--- config.mk ---
export PLATFORM = sky130hd
export DESIGN_NAME = id_ex_stage_flat
export DESIGN_NICKNAME = d
export VERILOG_FILES = /design/src/rtl/id_ex_if.sv /design/src/rtl/id_ex_stage.sv /design/src/flat_wrapper.sv
export SDC_FILE = /design/constraint.sdc
export NUM_CORES = 1
export LEC_CHECK = 0
export BUFFER_PORTS_ARGS = -buffer_cell sky130_fd_sc_hd__buf_2
export CORE_AREA = 2 2 125 127
export DETAILED_ROUTE_END_ITERATION = 8
export DIE_AREA = 0 0 127 129
export PLACE_DENSITY = 0.88
export SYNTH_ARGS = -nofsm -noshare
export SYNTH_HDL_FRONTEND = slang
export SYNTH_SLANG_ARGS = --single-unit
export TNS_END_PERCENT = 5
--- constraint.sdc ---
create_clock -name clk -period 5 [get_ports clk]
set_input_delay 0.25 -clock clk [delete_from_list [all_inputs] [get_ports clk]]
set_output_delay 0.25 -clock clk [all_outputs]
set_load 0.01 [all_outputs]
--- src/rtl/id_ex_if.sv ---
// ID/EX pipeline-register bus: decode-side fields in, execute-side fields out.
// master = decode/control side driving *_in, slave = the ID/EX stage itself.
`timescale 1ns/1ps
interface id_ex_if #(
   parameter int DATA_W = 32,
   parameter int REG_W  = 5,
   parameter int CNT_W  = 16
);
   // decode side
   logic [1:0]        ctlwb_in;
   logic [2:0]        ctlm_in;
   logic [3:0]        ctlex_in;
   logic [DATA_W-1:0] npc_in;
   logic [DATA_W-1:0] a_in;
   logic [DATA_W-1:0] b_in;
   logic [DATA_W-1:0] signext_in;
   logic [REG_W-1:0]  rs_in;
   logic [REG_W-1:0]  rt_in;
   logic [REG_W-1:0]  rd_in;
   logic              valid_in;
   logic              flush_in;

   // execute side
   logic [1:0]        ctlwb_out;
   logic [2:0]        ctlm_out;
   logic [3:0]        ctlex_out;
   logic [DATA_W-1:0] npc_out;
   logic [DATA_W-1:0] a_out;
   logic [DATA_W-1:0] b_out;
   logic [DATA_W-1:0] signext_out;
   logic [REG_W-1:0]  rs_out;
   logic [REG_W-1:0]  rt_out;
   logic [REG_W-1:0]  rd_out;
   logic              valid_out;
   logic              stall_out;
   logic [CNT_W-1:0]  bubble_cnt_out;

   modport master (
      output ctlwb_in, ctlm_in, ctlex_in, npc_in, a_in, b_in, signext_in,
             rs_in, rt_in, rd_in, valid_in, flush_in,
      input  ctlwb_out, ctlm_out, ctlex_out, npc_out, a_out, b_out, signext_out,
             rs_out, rt_out, rd_out, valid_out, stall_out, bubble_cnt_out
   );

   modport slave (
      input  ctlwb_in, ctlm_in, ctlex_in, npc_in, a_in, b_in, signext_in,
             rs_in, rt_in, rd_in, valid_in, flush_in,
      output ctlwb_out, ctlm_out, ctlex_out, npc_out, a_out, b_out, signext_out,
             rs_out, rt_out, rd_out, valid_out, stall_out, bubble_cnt_out
   );
endinterface

--- src/rtl/id_ex_stage.sv ---
// ID/EX pipeline register for the 5-stage MIPS datapath with load-use hazard
// detection. A load in EX whose destination (rt) is read by the decode
// instruction stalls PC and IF/ID for one cycle and turns EX into a bubble.
// A saturating counter records how many bubbles were inserted.
`timescale 1ns/1ps
module id_ex_stage #(
   parameter int DATA_W = 32,
   parameter int REG_W  = 5,
   parameter int CNT_W  = 16
) (
   input logic   clk,
   input logic   rst_n,
   id_ex_if.slave bus
);

   logic [1:0]        ctlwb_q;
   logic [2:0]        ctlm_q;
   logic [3:0]        ctlex_q;
   logic [DATA_W-1:0] npc_q;
   logic [DATA_W-1:0] a_q;
   logic [DATA_W-1:0] b_q;
   logic [DATA_W-1:0] signext_q;
   logic [REG_W-1:0]  rs_q;
   logic [REG_W-1:0]  rt_q;
   logic [REG_W-1:0]  rd_q;
   logic              valid_q;
   logic [CNT_W-1:0]  bubble_cnt_q;

   logic              memread_q;
   logic              hazard;
   logic              stall;

   // Load in EX (memread) whose rt feeds the decode instruction; $0 never counts.
   assign memread_q = ctlm_q[1];
   assign hazard    = memread_q & valid_q & (rt_q != '0) & bus.valid_in &
                      ((rt_q == bus.rs_in) | (rt_q == bus.rt_in));
   // A taken-branch flush squashes the decode instruction, so no stall is needed.
   assign stall     = hazard & ~bus.flush_in;

   // Pipeline register update: flush > bubble > normal capture.
   always_ff @(posedge clk or negedge rst_n) begin
      if (!rst_n) begin
         ctlwb_q      <= '0;
         ctlm_q       <= '0;
         ctlex_q      <= '0;
         npc_q        <= '0;
         a_q          <= '0;
         b_q          <= '0;
         signext_q    <= '0;
         rs_q         <= '0;
         rt_q         <= '0;
         rd_q         <= '0;
         valid_q      <= 1'b0;
         bubble_cnt_q <= '0;
      end else if (bus.flush_in) begin
         // NOTE: non-blocking assignments so every register samples pre-edge values.
         ctlwb_q <= '0;
         ctlm_q  <= '0;
         ctlex_q <= '0;
         valid_q <= 1'b0;
      end else if (stall) begin
         // Bubble: kill controls, hold data fields, count it (saturating).
         ctlwb_q <= '0;
         ctlm_q  <= '0;
         ctlex_q <= '0;
         valid_q <= 1'b0;
         if (bubble_cnt_q != '1) begin
            bubble_cnt_q <= bubble_cnt_q + CNT_W'(1);
         end
      end else begin
         ctlwb_q   <= bus.ctlwb_in;
         ctlm_q    <= bus.ctlm_in;
         ctlex_q   <= bus.ctlex_in;
         npc_q     <= bus.npc_in;
         a_q       <= bus.a_in;
         b_q       <= bus.b_in;
         signext_q <= bus.signext_in;
         rs_q      <= bus.rs_in;
         rt_q      <= bus.rt_in;
         rd_q      <= bus.rd_in;
         valid_q   <= bus.valid_in;
      end
   end

   assign bus.ctlwb_out      = ctlwb_q;
   assign bus.ctlm_out       = ctlm_q;
   assign bus.ctlex_out      = ctlex_q;
   assign bus.npc_out        = npc_q;
   assign bus.a_out          = a_q;
   assign bus.b_out          = b_q;
   assign bus.signext_out    = signext_q;
   assign bus.rs_out         = rs_q;
   assign bus.rt_out         = rt_q;
   assign bus.rd_out         = rd_q;
   assign bus.valid_out      = valid_q;
   assign bus.stall_out      = stall;
   assign bus.bubble_cnt_out = bubble_cnt_q;

endmodule

--- src/flat_wrapper.sv ---
// flat-port wrapper written by rule: the top's interface ports become plain ports
module id_ex_stage_flat 
#(
   parameter int DATA_W = 32,
   parameter int REG_W  = 5,
   parameter int CNT_W  = 16
)
  (clk, rst_n, bus_ctlwb_in, bus_ctlm_in, bus_ctlex_in, bus_npc_in, bus_a_in, bus_b_in, bus_signext_in, bus_rs_in, bus_rt_in, bus_rd_in, bus_valid_in, bus_flush_in, bus_ctlwb_out, bus_ctlm_out, bus_ctlex_out, bus_npc_out, bus_a_out, bus_b_out, bus_signext_out, bus_rs_out, bus_rt_out, bus_rd_out, bus_valid_out, bus_stall_out, bus_bubble_cnt_out);
  id_ex_if #(.DATA_W(DATA_W), .REG_W(REG_W), .CNT_W(CNT_W)) bus_i ();
  input logic clk;
  input logic rst_n;
  input wire logic [$bits(bus_i.ctlwb_in)-1:0] bus_ctlwb_in;
  input wire logic [$bits(bus_i.ctlm_in)-1:0] bus_ctlm_in;
  input wire logic [$bits(bus_i.ctlex_in)-1:0] bus_ctlex_in;
  input wire logic [$bits(bus_i.npc_in)-1:0] bus_npc_in;
  input wire logic [$bits(bus_i.a_in)-1:0] bus_a_in;
  input wire logic [$bits(bus_i.b_in)-1:0] bus_b_in;
  input wire logic [$bits(bus_i.signext_in)-1:0] bus_signext_in;
  input wire logic [$bits(bus_i.rs_in)-1:0] bus_rs_in;
  input wire logic [$bits(bus_i.rt_in)-1:0] bus_rt_in;
  input wire logic [$bits(bus_i.rd_in)-1:0] bus_rd_in;
  input wire logic [$bits(bus_i.valid_in)-1:0] bus_valid_in;
  input wire logic [$bits(bus_i.flush_in)-1:0] bus_flush_in;
  output wire logic [$bits(bus_i.ctlwb_out)-1:0] bus_ctlwb_out;
  output wire logic [$bits(bus_i.ctlm_out)-1:0] bus_ctlm_out;
  output wire logic [$bits(bus_i.ctlex_out)-1:0] bus_ctlex_out;
  output wire logic [$bits(bus_i.npc_out)-1:0] bus_npc_out;
  output wire logic [$bits(bus_i.a_out)-1:0] bus_a_out;
  output wire logic [$bits(bus_i.b_out)-1:0] bus_b_out;
  output wire logic [$bits(bus_i.signext_out)-1:0] bus_signext_out;
  output wire logic [$bits(bus_i.rs_out)-1:0] bus_rs_out;
  output wire logic [$bits(bus_i.rt_out)-1:0] bus_rt_out;
  output wire logic [$bits(bus_i.rd_out)-1:0] bus_rd_out;
  output wire logic [$bits(bus_i.valid_out)-1:0] bus_valid_out;
  output wire logic [$bits(bus_i.stall_out)-1:0] bus_stall_out;
  output wire logic [$bits(bus_i.bubble_cnt_out)-1:0] bus_bubble_cnt_out;
  assign bus_i.ctlwb_in = bus_ctlwb_in;
  assign bus_i.ctlm_in = bus_ctlm_in;
  assign bus_i.ctlex_in = bus_ctlex_in;
  assign bus_i.npc_in = bus_npc_in;
  assign bus_i.a_in = bus_a_in;
  assign bus_i.b_in = bus_b_in;
  assign bus_i.signext_in = bus_signext_in;
  assign bus_i.rs_in = bus_rs_in;
  assign bus_i.rt_in = bus_rt_in;
  assign bus_i.rd_in = bus_rd_in;
  assign bus_i.valid_in = bus_valid_in;
  assign bus_i.flush_in = bus_flush_in;
  assign bus_ctlwb_out = bus_i.ctlwb_out;
  assign bus_ctlm_out = bus_i.ctlm_out;
  assign bus_ctlex_out = bus_i.ctlex_out;
  assign bus_npc_out = bus_i.npc_out;
  assign bus_a_out = bus_i.a_out;
  assign bus_b_out = bus_i.b_out;
  assign bus_signext_out = bus_i.signext_out;
  assign bus_rs_out = bus_i.rs_out;
  assign bus_rt_out = bus_i.rt_out;
  assign bus_rd_out = bus_i.rd_out;
  assign bus_valid_out = bus_i.valid_out;
  assign bus_stall_out = bus_i.stall_out;
  assign bus_bubble_cnt_out = bus_i.bubble_cnt_out;
  id_ex_stage #(.DATA_W(DATA_W), .REG_W(REG_W), .CNT_W(CNT_W)) u_core (.clk(clk), .rst_n(rst_n), .bus(bus_i));
endmodule
=== Word-level counts from Yosys, hierarchy flattened ===
Cells that the tools add are included.

* Reduce and logical (&&, ||, !) cells: 3
* Equality and inequality tests: 3
* Bitwise logic cells: 8
* Muxes and demuxes: 8
* Add/subtract/negate cells: 1

{| class="wikitable"
|+ Operators by type and width
! cell !! number
|-
| $add 16x1->16 const B || 1
|-
| $ne 16x16->1 const B || 1
|-
| $eq 5x5->1 || 2
|-
| $mux 4 || 2
|-
| $mux 3 || 2
|-
| $and 1x1->1 || 5
|-
| $reduce_bool 5->1 || 1
|-
| $mux 2 || 2
|-
| $reduce_and 3->1 || 1
|-
| $mux 1 || 2
|-
| $not 1->1 || 2
|-
| $reduce_and 2->1 || 1
|-
| $or 1x1->1 || 1
|}

* Word-level logic and storage cells: 35
* Flip-flop bits (word level): 169
* Bits of input ports: 156
* Output and inout port bits: 170

=== Longest topological paths before layout ===
* Depth after elaboration: 7
* Gate-level depth with buffers: 8
* Depth with buffers taken out: 6

=== Worst setup path before layout ===
No wires, ideal clock.

* Kind: register to register
* Start point: register u_core.rt_q[0] (netlist: u_core.bus.rt_out[0])
* End point: register u_core.rs_q[0] (netlist: u_core.bus.rs_out[0])
* Setup time: 0.128 ns
* Required time: 4.872 ns
* Path slack: 2.745 ns
* Clock period less this slack: 2.255 ns
* Buffers on the path: 2
* Arrival: 2.128 ns
* Cell stages (with the launch flop): 7
* Cell sequence: dfrtp_1 > or4_1 > or2_1 > a21oi_4 > buf_6 > buf_4 > mux2_1

* Longest elaborated chain between the ends: 7
* Elaborated cells between the ends (all ways): 10
* Those cells by class: eq/ne: 2; bitwise: 6; reduce/logical: 2

{| class="wikitable"
|+ RTL lines
! item !! RTL line !! source
|-
| start: declaration || id_ex_stage.sv:24 || <nowiki>logic [REG_W-1:0] rt_q;</nowiki>
|-
| start signal: assignment || id_ex_stage.sv:79 || <nowiki>rt_q <= bus.rt_in;</nowiki>
|-
| $reduce_bool 5->1 || id_ex_stage.sv:35 || <nowiki>assign hazard = memread_q & valid_q & (rt_q != '0) & bus.valid_in &</nowiki>
|-
| $and 1x1->1 (2 in series) || id_ex_stage.sv:35 ||
|-
| $and 1x1->1 * || id_ex_stage.sv:35 ||
|-
| $and 1x1->1 * || id_ex_stage.sv:38 || <nowiki>assign stall = hazard & ~bus.flush_in;</nowiki>
|-
| $not 1->1 (no line) * || -- ||
|-
| $reduce_and 2->1 (no line) * || -- ||
|-
| end signal: assignment || id_ex_stage.sv:78 || <nowiki>rs_q <= bus.rs_in;</nowiki>
|-
| end: declaration || id_ex_stage.sv:23 || <nowiki>logic [REG_W-1:0] rs_q;</nowiki>
|}

Mark *: on every way between the ends. The rest lies on a longest branch, timed or not.
A chain may end at the register's enable or synchronous reset.

=== Final worst setup path ===
* Start point: register u_core.rt_q[0] (netlist: u_core.bus.rt_out[0])
* End point: register u_core.b_q[8] (netlist: u_core.bus.b_out[8])

* Longest elaborated chain between the ends: 7
* Elaborated cells between the ends (all ways): 10
* Those cells by class: eq/ne: 2; bitwise: 6; reduce/logical: 2

{| class="wikitable"
|+ RTL lines
! item !! RTL line !! source
|-
| $reduce_bool 5->1 || id_ex_stage.sv:35 ||
|-
| $and 1x1->1 (2 in series) || id_ex_stage.sv:35 ||
|-
| $and 1x1->1 * || id_ex_stage.sv:35 ||
|-
| $and 1x1->1 * || id_ex_stage.sv:38 ||
|-
| $not 1->1 (no line) * || -- ||
|-
| $reduce_and 2->1 (no line) * || -- ||
|-
| end signal: assignment || id_ex_stage.sv:76 || <nowiki>b_q <= bus.b_in;</nowiki>
|-
| end: declaration || id_ex_stage.sv:21 || <nowiki>logic [DATA_W-1:0] b_q;</nowiki>
|}

Marked as above.

==> flow_metrics.py <==
metrics = {
    "final_layout": {
        "areaGrowthSynthToFinish_pct": 36.1,
        "num_antenna_cells": 0,
        "drive_above_1_share_pct": 57.8,
        "nets": 921,
        "final_cell_area_um2": 9050,
    },
    "synth": {
        "synth_nets": 592,
        "synthFlopType": "dfrtp_1",
        "synth_edf_count": 0,
        "ys_seq_elements": 169,
        "synth_compound_area_share_pct": 1.69,
        "synth_seq_area_share_pct": 63.6,
        "synth_fa_ha_area_share_pct": 0.188,
        "syn_inst": 435,
        "synth.mux.area_fraction_pct": 23.9,
        "avgSynthCellArea_um2": 15.3,
        "synthesis.area_um2": 6650,
        "synth_xor_area_share_pct": 2.90,
        "async_reset_ff_share_pct": 100,
        "synth-warning-count": 0,
        "synth_top_family_by_area": "multiplexers",
        "ys_types": 33,
        "synthSimpleGateAreaFrac_pct": 5.59,
    },
    "timing": {
        "fmax_mhz": 350,
        "final.min_clock_period_ns": 2.86,
        "finalSetupViolations": 0,
        "grt_setup_unrepaired": "false",
        "finalSetupTns_ns": 0,
        "worstMarginPinSlew_ns": 1.00,
        "finalWorstSetupSlack_ns": 2.14,
        "whs_ns": 0.0355,
        "max_slew_margin_pct": 33.1,
        "skew_ns": 0.00679,
        "finalHoldViolCount": 0,
        "slew_viol_final": 0,
        "min_period_over_period_pct": 57.1,
    },
    "die": {
        "coreArea_um2": 15000,
        "ios": 326,
        "floorplan.rows": 45,
        "initial_core_util_pct": 44.4,
        "fp.dieH_um": 129,
        "die_x_um": 127,
        "dieArea_um2": 16400,
    },
    "routing": {
        "ant_nets": 0,
        "dr.pass1.iters": 6,
        "vias_per_cell": 5.02,
        "drt_iter0_markers": 204,
        "drc": 0,
        "via_count": 4840,
        "routed_wl_um": 16100,
        "wire_per_inst_um": 16.7,
    },
    "global_route": {
        "grt_antenna_before_repair": 0,
        "grt_pass1_wl_um": 25400,
        "grt_pass1_vias": 4970,
        "grt-ovfl-total": 0,
        "grt_max_degree": 84,
        "gr-usage-all-layers_pct": 19.9,
    },
    "cts": {
        "ctsRootBufferMaster": "clkbuf_16",
        "clockBufferDepth": 2,
        "clk_pin_slew_ns": 0.07,
        "post_cts_resized": 0,
        "clk_latency_ns": 0.41,
        "cts_tree": "built",
        "numClockSinks": 169,
        "numCtsBuffers": 17,
        "htreeDepth": 4,
        "cts_setup_buffers": 0,
    },
    "power_and_ir_drop": {
        "power_density_nw_per_um2": 374,
        "vdd_drop_max_v": 0.000202,
        "p_leak_nw": 4.44,
    },
    "setup_path": {
        "required_ns": 5.30,
        "end_kind": "flop",
        "crit_buf_inv": 1,
        "critPathLaunchType": "flop",
        "worst_ep_arrival_time_ns": 3.15,
        "cp_top_family": "simple AND/OR/NAND/NOR gates",
        "crit_path_cell_trace": "or4_1 > or2_1 > a21oi_4 > buf_4 > mux2_2",
        "path_max_fanout": 83,
        "cp_slowest_cell": "buf_4",
        "r2r_slack_ns": 2.14,
        "crit_type": "flop to flop",
        "slowest_delay_ns": 0.72,
    },
    "placement": {
        "place_area_um2": 8420,
        "dpl.hpwl_um": 12000,
        "pre_cts_ws_ns": 2.20,
        "place.gp.congestion": 0.806,
        "port_buffers": 325,
    },
    "status": {
        "status": "finished, final reports clean",
    },
    "min_path": {
        "min_path_type": "input port to flop",
    },
    "run": {
        "cap_violations": 0,
    },
}
[layer usage]
metal  global-route usage, %  vias to the layer above  part of all wire, %
met2                    34.3                      251                   51
met5                       0                        -                    0
met3                    6.07                       34                  8.5
met4                    8.47                        0                  2.4
met1                    23.3                     2342                   38
li1                        -                     2213                    -
[metrics by stage]
step	total power [mW]	cells	utilization [%]
floorplan	1.79	435	-
global placement	2.03	932	56.2
detailed placement	2.05	932	56.2
CTS	3.42	965	60.4
global route	3.54	965	60.4
finish	3.38	965	60.4
[path summary, 6_finish.rpt]
kind | from | endpoint | depth (start not counted)
worst max-delay path | u_core.bus.rt_out[0]$_DFFE_PN0P_ | u_core.bus.b_out[8]$_DFFE_PN0P_ | 5
min in group asynchronous | rst_n | u_core.bus.npc_out[23]$_DFFE_PN0P_ | 2
max in group asynchronous | rst_n | u_core.bus.rd_out[0]$_DFFE_PN0P_ | 3
worst min-delay path | bus_ctlex_in[0] | u_core.bus.ctlex_out[0]$_DFF_PN0_ | 2
worst min register to register | u_core.bus.rs_out[3]$_DFFE_PN0P_ | u_core.bus.rs_out[3]$_DFFE_PN0P_ | 1
worst max register to register | u_core.bus.rt_out[0]$_DFFE_PN0P_ | u_core.bus.b_out[8]$_DFFE_PN0P_ | 5
[cells in the mapped netlist (all sizes together) (2+ instances only)]
master    n  area (um^2)
nor4      4         25.0
clkbuf    5         20.0
mux2    141         1590
buf      16          120
a22o      5         43.8
or3       5         31.3
and4      2         17.5
a21oi     2         21.3
a31oi     2         12.5
dfrtp   169         4230
nand2    13         48.8
nand3     2         10.0
nor3      4         20.0
and2     10         62.6
xnor2    21          184
nor2      4         15.0
nand4    12         75.1
and3      7         43.8
o211ai    2         15.0
[flip-flops by register name, indices dropped and copies added, names as in the netlist]
| signal | cells |
|---|---|
| u_core.bus.npc_out | 32 |
| u_core.bus.ctlm_out | 3 |
| u_core.bus.bubble_cnt_out | 16 |
| u_core.bus.a_out | 32 |
| u_core.bus.b_out | 32 |
| u_core.bus.ctlex_out | 4 |
| u_core.bus.rs_out | 5 |
| u_core.bus.ctlwb_out | 2 |
| u_core.bus.rd_out | 5 |
| u_core.bus.signext_out | 32 |
| u_core.bus.valid_out | 1 |
| u_core.bus.rt_out | 5 |
[area by class of cell]
class	instances	area [um^2]
fillers	1184	5930
flip-flops and latches	169	4230
multi-input cells	244	2280
repair buffers	331	1680
clock buffers	18	439
well taps	188	235
clock inverters	14	184
inverters	1	3.75
[report_power, final]
group,internal (mW),switching (mW),total (mW)
clock,0.812,0.553,1.36
combinational,0.232,0.228,0.460
sequential,1.49,0.0656,1.56
[cell families after synthesis]
kind of cell | after synthesis
DFF | 169
muxes | 141
and+or+nand+nor | 66
xor gates and xnor gates | 22
buffers and inverters | 22
AOI/OAI and AO/OA | 14
adders and majority gates | 1
[timing repair]
item,4_1_cts,5_1_grt
endpoints found under the setup margin,0,0
endpoints found under the hold margin,48,0
hold buffers,1,0
[layout by cell type, fill, tap and decap left out, types with 3 or more instances in the layout]
cell type,instances
a22o_1,5
nand4_1,12
nor3_1,4
inv_6,3
nand2_1,13
nor2_1,4
or3_1,5
xnor2_1,21
mux2_1,55
mux2_2,86
buf_4,5
bufinv_16,3
clkbuf_16,17
and3_1,7
clkinvlp_4,3
and2_1,10
dfrtp_1,169
nor4_1,4
buf_2,324
Power figures use the tool's default switching activity.
